<file path="config.mk">
export PLATFORM = sky130hd
export DESIGN_NAME = seq_detect_param
export DESIGN_NICKNAME = d
export VERILOG_FILES = /design/src/rtl/seq_detect_param_pkg.sv /design/src/rtl/sat_counter.sv /design/src/rtl/seq_detect_param.sv
export VERILOG_INCLUDE_DIRS = /design/src /design/src/rtl
export SDC_FILE = /design/constraint.sdc
export NUM_CORES = 1
export LEC_CHECK = 0
export ABC_AREA = 0
export CAP_MARGIN = 20
export CORE_MARGIN = 2
export CORE_UTILIZATION = 57
export DETAILED_ROUTE_END_ITERATION = 10
export GPL_TIMING_DRIVEN = 0
export PLACE_DENSITY = 0.86
export SYNTH_ARGS = -nofsm -noshare
export SYNTH_HDL_FRONTEND = slang
export SYNTH_HIERARCHICAL = 1
export SYNTH_SLANG_ARGS = --single-unit
</file>
<file path="constraint.sdc">
create_clock -name clk -period 9.2 [get_ports clk]
set_input_delay 1.84 -clock clk [delete_from_list [all_inputs] [get_ports clk]]
set_output_delay 1.84 -clock clk [all_outputs]
set_load 0.01 [all_outputs]
</file>
<file path="src/rtl/seq_detect_defs.vh">
// Reset defaults for the serial pattern detector and the cfg_len sizing rule.
// Shared between the design and its bench so both agree on the power-up detector.
`ifndef SEQ_DETECT_DEFS_VH
`define SEQ_DETECT_DEFS_VH

`define SEQ_DEF_PATTERN 8'b0011_1001
`define SEQ_DEF_LEN     6
`define SEQ_DEF_OVERLAP 1'b1

// cfg_len must be able to represent MAX_LEN itself.
`define SEQ_LEN_W(max_len) ($clog2((max_len) + 1))

`endif

</file>
<file path="src/rtl/seq_detect_param_pkg.sv">
// Shared helpers for the serial pattern detector: length legality and mask generation.
package seq_detect_param_pkg;

  localparam int unsigned MASK_MAX_W = 32;

  // Low-len-bits-set mask, wide enough for any supported MAX_LEN; callers truncate.
  function automatic logic [MASK_MAX_W-1:0] low_mask(input int unsigned len);
    logic [MASK_MAX_W-1:0] m;
    if (len >= MASK_MAX_W) m = '1;
    else                   m = (MASK_MAX_W'(1) << len) - MASK_MAX_W'(1);
    return m;
  endfunction

  function automatic logic len_illegal(input int unsigned len, input int unsigned max_len);
    return (len == 0) || (len > max_len);
  endfunction

endpackage

</file>
<file path="src/rtl/sat_counter.sv">
// Up counter that clears synchronously and holds at all-ones instead of wrapping.
module sat_counter #(
  parameter int W = 8
) (
  input  logic         clk,
  input  logic         rst,
  input  logic         clr,
  input  logic         inc,
  output logic [W-1:0] q
);

  logic [W-1:0] q_q;
  logic [W-1:0] q_d;

  always_comb begin
    q_d = q_q;
    if (clr)                   q_d = '0;
    else if (inc && q_q != '1) q_d = q_q + W'(1);
  end

  always_ff @(posedge clk) begin
    if (rst) q_q <= '0;
    else     q_q <= q_d;
  end

  assign q = q_q;

endmodule

</file>
<file path="src/rtl/seq_detect_param.sv">
// Programmable serial bit-pattern detector with a registered match pulse and a
// saturating match counter; run-time pattern/length/overlap, defaults from seq_detect_defs.vh.
`include "seq_detect_defs.vh"

module seq_detect_param
  import seq_detect_param_pkg::*;
#(
  parameter int                 MAX_LEN     = 8,
  parameter int                 LEN_W       = `SEQ_LEN_W(MAX_LEN),
  parameter int                 CNT_W       = 8,
  parameter logic [MAX_LEN-1:0] DEF_PATTERN = MAX_LEN'(`SEQ_DEF_PATTERN),
  parameter logic [LEN_W-1:0]   DEF_LEN     = LEN_W'(`SEQ_DEF_LEN),
  parameter logic               DEF_OVERLAP = `SEQ_DEF_OVERLAP
) (
  input  logic               clk,
  input  logic               rst,
  input  logic               in_valid,
  input  logic               in_bit,
  input  logic               cfg_we,
  input  logic [MAX_LEN-1:0] cfg_pattern,
  input  logic [LEN_W-1:0]   cfg_len,
  input  logic               cfg_overlap,
  output logic               match,
  output logic [CNT_W-1:0]   match_count,
  output logic               cfg_err
);

  localparam logic DEF_ERR = len_illegal(int'(DEF_LEN), MAX_LEN);
  localparam logic [LEN_W-1:0] FILL_MAX = LEN_W'(MAX_LEN);

  logic [MAX_LEN-1:0] pat_q,  pat_d;
  logic [LEN_W-1:0]   len_q,  len_d;
  logic               ovl_q,  ovl_d;
  logic               err_q,  err_d;
  logic [MAX_LEN-1:0] hist_q, hist_d;
  logic [LEN_W-1:0]   fill_q, fill_d;
  logic               match_q, match_d;

  logic [MAX_LEN-1:0] cand;
  logic [MAX_LEN-1:0] mask;
  logic [LEN_W:0]     fill_p1;
  logic               hit;

  assign cand    = {hist_q[MAX_LEN-2:0], in_bit};
  assign mask    = MAX_LEN'(low_mask(int'(len_q)));
  assign fill_p1 = {1'b0, fill_q} + (LEN_W+1)'(1);

  // A config write in the same cycle swallows the bit, so it can never hit.
  assign hit = in_valid && !cfg_we && !err_q &&
               (fill_p1 >= {1'b0, len_q}) &&
               (((cand ^ pat_q) & mask) == '0);

  always_comb begin
    pat_d   = pat_q;
    len_d   = len_q;
    ovl_d   = ovl_q;
    err_d   = err_q;
    hist_d  = hist_q;
    fill_d  = fill_q;
    match_d = hit;
    if (cfg_we) begin
      pat_d   = cfg_pattern;
      len_d   = cfg_len;
      ovl_d   = cfg_overlap;
      err_d   = len_illegal(int'(cfg_len), MAX_LEN);
      hist_d  = '0;
      fill_d  = '0;
      match_d = 1'b0;
    end else if (in_valid) begin
      hist_d = cand;
      if (hit && !ovl_q)         fill_d = '0;
      else if (fill_q != FILL_MAX) fill_d = fill_p1[LEN_W-1:0];
    end
  end

  always_ff @(posedge clk) begin
    if (rst) begin
      pat_q   <= DEF_PATTERN;
      len_q   <= DEF_LEN;
      ovl_q   <= DEF_OVERLAP;
      err_q   <= DEF_ERR;
      hist_q  <= '0;
      fill_q  <= '0;
      match_q <= 1'b0;
    end else begin
      pat_q   <= pat_d;
      len_q   <= len_d;
      ovl_q   <= ovl_d;
      err_q   <= err_d;
      hist_q  <= hist_d;
      fill_q  <= fill_d;
      match_q <= match_d;
    end
  end

  sat_counter #(.W(CNT_W)) u_match_cnt (
    .clk (clk),
    .rst (rst),
    .clr (cfg_we),
    .inc (hit),
    .q   (match_count)
  );

  assign match   = match_q;
  assign cfg_err = err_q;

endmodule
</file>
==> key figures <==
Synthesis
  – Post-synth top area share: 0.373
  – Post-synth EDFFs: 0
  – Synth Area per Inst: 9.50 µm²
  – Synth Warn #: 6
  – Synth area leader: dfxtp_1
  – Seq/Total Area, Yosys: 0.373
  – Ranking of synthesized cells by area: dfxtp_1, mux2i_1, ha_1
  – Commonest register cell after synthesis: dfxtp_1
  – Syn Std Cell Area: 1820 µm²
  – Cell count after synthesis: 192
  – Most frequent cells after synthesis: dfxtp_1, mux2i_1, nand2_1, nor2_1, inv_1
  – Post-synth ARST share: 0
  – Syn nets: 218
  – Flops & latches, synth: 34
  – Most common cell in the netlist: dfxtp_1
  – Synth unique cells: 46

Floorplanning
  – I/O pin total: 28
  – Die area: 3670 µm²
  – Initial Util: 0.598
  – Die W: 60.6 µm
  – Die height: 60.6 µm
  – Row cnt: 20
  – Core area: 3050 µm²

Placed design
  – Final Wtd Congestion: 0.915
  – I/O Buffers: 27
  – DPL Wire Length: 3000 µm
  – Post-Place Worst Slack: 4.34 ns

Run status
  – Status: finished clean

Global routing
  – Largest net degree at the start of global routing: 11
  – First-pass GRT wire length: 6720 µm
  – Total track usage: 0.245
  – Antenna violations before repair: 0
  – Vias in the first global route: 1458
  – GRT overflow: 0

Route
  – Via count: 1509
  – Starting DRC count in detailed routing: 64
  – WL final: 3810 µm
  – Via density: 5.59
  – First-pass DRT Iterations: 4
  – Drt wl/cell: 14.1 µm
  – Final antenna-violating net count: 0
  – Remaining DRCs: 0

Clock network
  – Clk root buf: clkbuf_4
  – CTS Hold Buffers Added: 0
  – # clock sinks: 34
  – Worst-skew pair later-pin latency: 0.33 ns
  – H-tree depth: 2
  – Postcts setup bufs: 0
  – Cts bufs inserted: 5
  – Clk slew on worst S/H paths: 0.10 ns
  – CTS tree: yes
  – CTS-repair resized insts: 0
  – Clock Path Buffers: 2

STA
  – Setup Viol. Count Final: 0
  – Skew final: 0.00725 ns
  – WHS: 0.514 ns
  – Tcrit/Tclk final: 0.493
  – Slew Viols, Final: 0
  – Final min period: 4.53 ns
  – Total negative slack: 0 ns
  – RSZ-0062 raised after global routing: false
  – Final worst setup slack: 4.67 ns
  – Final hold vios: 0
  – Least-Margin Pin Slew: 0.664 ns
  – Max Freq: 221 MHz
  – Worst slew margin: 0.557

Layout
  – Layout cells sized above 1: 0.0885
  – Area added between synthesis and finish: 20.5%
  – Diode count: 0
  – Nets: 252
  – Final Util: 0.720

Power and ir drop
  – Leakage: 0.862 nW
  – PwrDens: 123 nW/µm²
  – Overall power: 270 µW
  – Max rail drop VDD: 0.125 mV

Worst setup path
  – Critical path peak fanout: 10
  – Critical path startpoint category: primary input
  – WP data required: 9.43 ns
  – R2R Setup Slk: 5.91 ns
  – Worst setup EP type: flop
  – WP data arrival: 4.76 ns
  – CP Class: primary input to flop

Job
  – Max Cap Viol: 0

Worst hold path
  – Hold crit path type: flop to flop
-- cell families after synthesis --
family	synth area share
AO/OA/AOI/OAI	0.140
XOR/XNOR	0.0672
adder cells (fa/ha/maj)	0.0549
buffers and inverters	0.0418
flip-flops	0.373
multiplexers	0.126
AND/OR/NAND/NOR	0.197
-- report_power, final --
group          switching (mW)  internal (mW)
clock network          0.0477         0.0285
logic                  0.0191         0.0197
registers             0.00371          0.151
-- critical path, cell delays in order --
cell and delay (ns):
clkdlybuf4s50_1 0.58, or3b_2 0.54, a221oi_2 0.20, o2111ai_2 0.17
nor4b_4 0.53, and4_1 0.36, a31oi_1 0.16, a2111oi_4 0.37
-- routing by layer --
layer / global-route usage / part of all wire / up-vias
met2: 0.410 / 0.51 / 32
met4: 0.0590 / 0.0084 / 0
met3: 0.0682 / 0.050 / 5
met5: 0 / 0 / -
met1: 0.315 / 0.43 / 713
li1: - / - / 759
-- path summary, 6_finish.rpt --
check / end / cells after the start / startpoint
max reg2reg: u_match_cnt/q[5] / 10 / len_q[3]
min reg2reg: u_match_cnt/q[1] / 2 / u_match_cnt/q[1]
min: u_match_cnt/q[1] / 2 / u_match_cnt/q[1]
max: u_match_cnt/q[5] / 8 / cfg_we
-- through the flow --
stage / area [µm²] / cells
after floorplan: 1820 / 192
after global placement: 2150 / 263
after detailed placement: 2150 / 263
after CTS: 2200 / 270
after global routing: 2200 / 270
final: 2200 / 270
-- state kept, by name (all words and copies together), names as in the netlist --
| register | flops |
|---|---|
| ovl_q | 1 |
| u_match_cnt/q | 8 |
| len_q | 4 |
| hist_q | 7 |
| match | 1 |
| fill_q | 4 |
| cfg_err | 1 |
| pat_q | 8 |
-- placed cells by master (no fill, tap or decap), types with 3 or more instances in the layout --
cell type,instances
a21oi_1,6
a211oi_1,6
xnor2_1,6
inv_1,9
nor2_1,16
xor2_1,8
nand2_1,16
o211ai_1,5
mux2i_1,23
ha_1,8
nand4_1,4
clkbuf_4,5
clkbuf_1,6
dfxtp_1,34
and3_1,3
clkdlybuf4s50_1,27
nand3_1,3
or3_1,3
o21ai_0,4
-- cell type report --
| type | instances | area [µm²] |
|---|---|---|
| Sequential cell | 34 | 681 |
| Clock buffer | 6 | 41.3 |
| Timing Repair Buffer | 27 | 270 |
| Tap cell | 44 | 55.1 |
| Buffer | 8 | 42.5 |
| Fill cell | 240 | 855 |
| Inverter | 9 | 33.8 |
| Clock inverter | 1 | 7.51 |
| Multi-Input combinational cell | 141 | 1070 |
(Power assumes the default switching activity.)
